<file path="config.mk">
export PLATFORM = sky130hd
export DESIGN_NAME = serdiv_arbiter
export DESIGN_NICKNAME = d
export VERILOG_FILES = /design/src/rtl/serdiv_arbiter.sv
export SDC_FILE = /design/constraint.sdc
export NUM_CORES = 1
export LEC_CHECK = 0
export ABC_AREA = 1
export BUFFER_PORTS_ARGS = -buffer_cell sky130_fd_sc_hd__buf_2
export CAP_MARGIN = 20
export CORE_AREA = 2 2 212 214
export DETAILED_ROUTE_END_ITERATION = 8
export DIE_AREA = 0 0 214 216
export GPL_ROUTABILITY_DRIVEN = 0
export SYNTH_ARGS = -nofsm -noshare
export SYNTH_HDL_FRONTEND = slang
export SYNTH_SLANG_ARGS = --single-unit
</file>
<file path="constraint.sdc">
create_clock -name clk_i -period 1.81 [get_ports clk_i]
set_clock_uncertainty 0.2 [all_clocks]
set_input_delay 0.0905 -clock clk_i [delete_from_list [all_inputs] [get_ports clk_i]]
set_output_delay 0.0905 -clock clk_i [all_outputs]
set_load 0.02 [all_outputs]
</file>
<file path="src/rtl/serdiv_arbiter.sv">
// Shares one serial divider among NR_REQ requesters with a single outstanding operation.
// Define SERDIV_ARB_RR_EN for round-robin grant; otherwise the lowest eligible index wins.
module serdiv_arbiter #(
  parameter int unsigned NR_REQ        = 2,
  parameter int unsigned WIDTH         = 64,
  // Matches ariane_pkg::TRANS_ID_BITS so the block builds without that package.
  parameter int unsigned TRANS_ID_BITS = 3
) (
  input  logic                                     clk_i,
  input  logic                                     rst_ni,
  input  logic [NR_REQ-1:0]                        req_vld_i,
  output logic [NR_REQ-1:0]                        req_rdy_o,
  input  logic [NR_REQ-1:0][TRANS_ID_BITS-1:0]     req_id_i,
  input  logic [NR_REQ-1:0][WIDTH-1:0]             req_op_a_i,
  input  logic [NR_REQ-1:0][WIDTH-1:0]             req_op_b_i,
  input  logic [NR_REQ-1:0][1:0]                   req_opcode_i,
  input  logic [NR_REQ-1:0]                        req_flush_i,
  output logic [NR_REQ-1:0]                        resp_vld_o,
  input  logic [NR_REQ-1:0]                        resp_rdy_i,
  output logic [TRANS_ID_BITS-1:0]                 resp_id_o,
  output logic [WIDTH-1:0]                         resp_res_o,
  output logic                                     div_in_vld_o,
  output logic [TRANS_ID_BITS-1:0]                 div_id_o,
  output logic [WIDTH-1:0]                         div_op_a_o,
  output logic [WIDTH-1:0]                         div_op_b_o,
  output logic [1:0]                               div_opcode_o,
  input  logic                                     div_in_rdy_i,
  output logic                                     div_flush_o,
  input  logic                                     div_out_vld_i,
  input  logic [TRANS_ID_BITS-1:0]                 div_id_i,
  input  logic [WIDTH-1:0]                         div_res_i,
  output logic                                     div_out_rdy_o
);

  localparam int unsigned IDX_W = $clog2(NR_REQ);

  typedef enum logic [1:0] {IDLE, ISSUE, BUSY} state_e;

  state_e                   r_state, w_state_nxt;
  logic [IDX_W-1:0]         r_owner;
  logic                     r_rdy_q;
  logic [TRANS_ID_BITS-1:0] r_id;
  logic [WIDTH-1:0]         r_op_a, r_op_b;
  logic [1:0]               r_opcode;

  logic [NR_REQ-1:0]        w_elig;
  logic                     w_gnt_vld;
  logic [IDX_W-1:0]         w_gnt_idx;
  logic                     w_own_flush;

  assign w_elig      = req_vld_i & ~req_flush_i;
  assign w_own_flush = req_flush_i[r_owner];

`ifdef SERDIV_ARB_RR_EN
  logic [IDX_W-1:0] r_ptr;
  logic             w_resp_done;

  assign w_resp_done = (r_state == BUSY) && !w_own_flush && div_out_vld_i && resp_rdy_i[r_owner];

  // Lowest eligible overall is the wrap-around fallback; lowest at/above r_ptr overrides it.
  always_comb begin
    w_gnt_vld = |w_elig;
    w_gnt_idx = '0;
    for (int unsigned i = NR_REQ; i > 0; i--) begin
      if (w_elig[i-1]) w_gnt_idx = IDX_W'(i-1);
    end
    for (int unsigned i = NR_REQ; i > 0; i--) begin
      if (w_elig[i-1] && ((i-1) >= 32'(r_ptr))) w_gnt_idx = IDX_W'(i-1);
    end
  end

  always_ff @(posedge clk_i or negedge rst_ni) begin
    if (!rst_ni) begin
      r_ptr <= '0;
    end else if (w_resp_done) begin
      r_ptr <= (r_owner == IDX_W'(NR_REQ-1)) ? '0 : r_owner + 1'b1;
    end
  end
`else
  always_comb begin
    w_gnt_vld = |w_elig;
    w_gnt_idx = '0;
    for (int unsigned i = NR_REQ; i > 0; i--) begin
      if (w_elig[i-1]) w_gnt_idx = IDX_W'(i-1);
    end
  end
`endif

  always_comb begin
    w_state_nxt   = r_state;
    req_rdy_o     = '0;
    resp_vld_o    = '0;
    resp_id_o     = '0;
    resp_res_o    = '0;
    div_in_vld_o  = 1'b0;
    div_flush_o   = 1'b0;
    div_out_rdy_o = 1'b0;
    case (r_state)
      IDLE: begin
        // rst_ni gating keeps req_rdy_o low while reset is held.
        if (w_gnt_vld && rst_ni) begin
          req_rdy_o[w_gnt_idx] = 1'b1;
          w_state_nxt          = ISSUE;
        end
      end
      ISSUE: begin
        if (w_own_flush) begin
          div_flush_o = 1'b1;
          w_state_nxt = IDLE;
        end else if (r_rdy_q) begin
          div_in_vld_o = 1'b1;
          w_state_nxt  = BUSY;
        end
      end
      BUSY: begin
        if (w_own_flush) begin
          div_flush_o = 1'b1;
          w_state_nxt = IDLE;
        end else begin
          resp_vld_o[r_owner] = div_out_vld_i;
          resp_id_o           = div_id_i;
          resp_res_o          = div_res_i;
          div_out_rdy_o       = resp_rdy_i[r_owner];
          if (div_out_vld_i && resp_rdy_i[r_owner]) w_state_nxt = IDLE;
        end
      end
      default: w_state_nxt = IDLE;
    endcase
  end

  always_ff @(posedge clk_i or negedge rst_ni) begin
    if (!rst_ni) begin
      r_state  <= IDLE;
      r_owner  <= '0;
      r_rdy_q  <= 1'b0;
      r_id     <= '0;
      r_op_a   <= '0;
      r_op_b   <= '0;
      r_opcode <= '0;
    end else begin
      r_state <= w_state_nxt;
      r_rdy_q <= div_in_rdy_i;
      if (r_state == IDLE && w_gnt_vld) begin
        r_owner  <= w_gnt_idx;
        r_id     <= req_id_i[w_gnt_idx];
        r_op_a   <= req_op_a_i[w_gnt_idx];
        r_op_b   <= req_op_b_i[w_gnt_idx];
        r_opcode <= req_opcode_i[w_gnt_idx];
      end
    end
  end

  assign div_id_o     = r_id;
  assign div_op_a_o   = r_op_a;
  assign div_op_b_o   = r_op_b;
  assign div_opcode_o = r_opcode;

endmodule

</file>
==> flow_metrics.py <==
metrics = {
    "worst_hold_path": {
        "hp-class": "in -> reg",
    },
    "pwr": {
        "power.share.sequential_pct": 23.4,
        "switchingPower_mw": 11.1,
        "p_leak_nw": 7.37,
        "switching_share_pct": 46.2,
        "power_frac_clock_pct": 15.3,
        "total_power_mw": 24.0,
        "ir_drop_mv": 1.10,
        "p_int_mw": 12.9,
        "powerDensity_nw_per_um2": 1410,
        "p_comb_share_pct": 61.3,
    },
    "run_status": {
        "status": "finished with violations",
        "violations": "setup timing",
    },
    "logic_synthesis": {
        "syn_avg_cell_area_um2": 7.69,
        "synthDistinctLibCells": 22,
        "ys_seq_area_share_pct": 46.7,
        "async_flop_share_pct": 100,
        "synth_ff_type": "dfrtp_1",
        "synth-edff-count": 0,
        "syn_inst": 954,
        "yosysWarnings": 0,
        "ys_ff_latch": 137,
        "synth_nets": 1300,
        "syn_area_um2": 7340,
    },
    "layout": {
        "drive_above_1_share_pct": 50.0,
        "nNetsFinal": 2143,
        "final_core_util_pct": 38.7,
        "fin_cells": 2402,
        "design_area_um2": 16900,
        "final_cell_mix": "buf_2, dlygate4sd3_1, a21oi_1, dfrtp_1, nand3_1",
        "mostFrequentLayoutCell": "buf_2",
        "area_growth_pct": 131,
    },
    "floorplanning": {
        "start_util_pct": 16.7,
        "dieArea_um2": 46200,
        "core_area_um2": 43800,
        "die_h_um": 216,
        "rows": 77,
        "die_w_um": 214,
        "io_pins": 550,
    },
    "timing": {
        "period_share_pct": 118,
        "rsz0062_at_grt": "yes",
        "setup_tns_ps": -20170,
        "slew_violations": 0,
        "hold_violations": 0,
        "whs_ps": 42.5,
        "setup_viol": 146,
        "max_slew.worst_pin.slew_ps": 626,
        "fmax_ghz": 0.469,
        "post-route-min-period_ps": 2130,
        "setup_slack_ps": -320,
        "slew-limit-headroom_pct": 58.3,
    },
    "detailed_routing": {
        "dr.pass1.iters": 5,
        "top_layer": "met4",
        "dr_wl_met3_um": 4810,
        "post_drt_wl_per_cell_um": 20.6,
        "wl_met1_um": 18200,
        "ant_nets": 0,
        "wl_met2_um": 23100,
        "drc_errors": 0,
        "num_vias": 12000,
        "wl_um": 49600,
        "via_per_inst": 4.98,
        "drtIter0Drc": 1080,
    },
    "worst_setup_path": {
        "arrival_ps": 1840,
        "endpoint_kind": "output pin",
        "path_max_fanout": 5,
        "required_ps": 1520,
        "cp-start-kind": "flop",
        "r2r_slack_ps": -90,
        "path_class": "reg -> out",
    },
    "global_routing": {
        "grt_pass1_vias": 11600,
        "grt_max_degree": 104,
        "grt_pass1_wl_um": 64100,
        "grt_overflow": 0,
        "track_usage_pct": 17.7,
        "antenna_found_initial": 1,
    },
    "placed_design": {
        "dp_cells": 2031,
        "dp_hpwl_um": 24700,
        "portBuffers": 549,
        "place_area_um2": 10900,
        "pre_cts_slack_ps": -225,
    },
    "clocking": {
        "cts_tree": "yes",
        "clock_latency_ps": 470,
        "clk_pin_slew_ps": 60,
        "numCtsBuffers": 17,
        "htree_num_levels": 4,
        "clk_path_buf_depth": 2,
        "cts.sinks": 137,
        "cts-root-buf": "clkbuf_16",
    },
    "run": {
        "cap_violations": 0,
    },
}
[cells in the mapped netlist, types with 2 or more instances]
cell	number	area share [%]
nand3_1	135	9.2
nor4_1	2	0.17
a21oi_1	399	27
nand4_1	3	0.26
dfrtp_1	137	47
buf_2	48	3.3
inv_1	11	0.56
clkbuf_1	43	2.2
nor3_1	3	0.20
nor2_1	70	3.6
nand2_4	3	0.46
buf_4	6	0.61
ha_1	3	0.51
inv_2	4	0.20
nand2_1	80	4.1
[what timing repair did]
item	4_1_cts	5_1_grt
hold endpoints to repair	273	0
pin swaps	14	54
hold buffers	272	0
resized for setup	137	307
gates cloned	7	27
endpoints found under the setup margin	75	181
setup buffers	17	18
[power by group through the flow]
stage / registers (mW) / clock network, mW / logic [mW]
after global routing: 5.72 / 3.90 / 15.5
after CTS: 5.49 / 3.82 / 11.1
final: 5.60 / 3.68 / 14.7
after floorplan: 7.21 / 0 / 3.67
after detailed placement: 5.49 / 0 / 9.40
after global placement: 5.47 / 0 / 9.30
[critical path: stages, from the launching register on]
cell       delay, ps
dfrtp_1          430
inv_2             80
nand2_4           80
nand2_4           70
inv_8             90
buf_12           150
clkbuf_16        160
nand2_4           50
nor2_4           110
buf_6            130
[layout make-up]
cell class	instances	area, um^2
well taps	592	741
diodes	1	2.50
repair buffers	922	7440
clock buffers	19	443
clock inverters	12	150
inverters	16	85.1
fillers	4075	26900
flip-flops and latches	137	3430
multi-input cells	703	4660
[layer usage]
layer / vias to the layer above / global-route usage (%)
li1: 5043 / -
met3: 250 / 5.06
met4: 0 / 12.5
met2: 993 / 28.1
met5: - / 0
met1: 5669 / 20.6
[worst paths after layout]
check / end / startpoint / depth (start not counted)
min: div_op_a_o[48] / req_vld_i[0] / 5
max reg2reg: div_op_b_o[57] / r_state[0] / 9
max in group asynchronous: div_op_a_o[4] / rst_ni / 3
max: resp_res_o[38] / r_owner / 9
min in group asynchronous: div_op_b_o[0] / rst_ni / 3
min reg2reg: div_op_b_o[50] / div_op_b_o[50] / 2
[flip-flops by register name, summed over array words and instances (netlist names)]
| signal | flops |
|---|---|
| r_rdy_q | 1 |
| r_owner | 1 |
| div_op_b_o | 64 |
| div_op_a_o | 64 |
| r_state | 2 |
| div_opcode_o | 2 |
| div_id_o | 3 |
[kinds of logic (layout without fill, tap and decap cells)]
family,Yosys count,after routing,synth area share (%)
compound gates,400,400,27.3
simple gates,299,300,18.4
flops,137,137,46.7
buf+inv,115,969,7.11
fa+ha+maj,3,3,0.511
other cells,0,1,0
No activity file was read; power rests on OpenSTA's default activity.
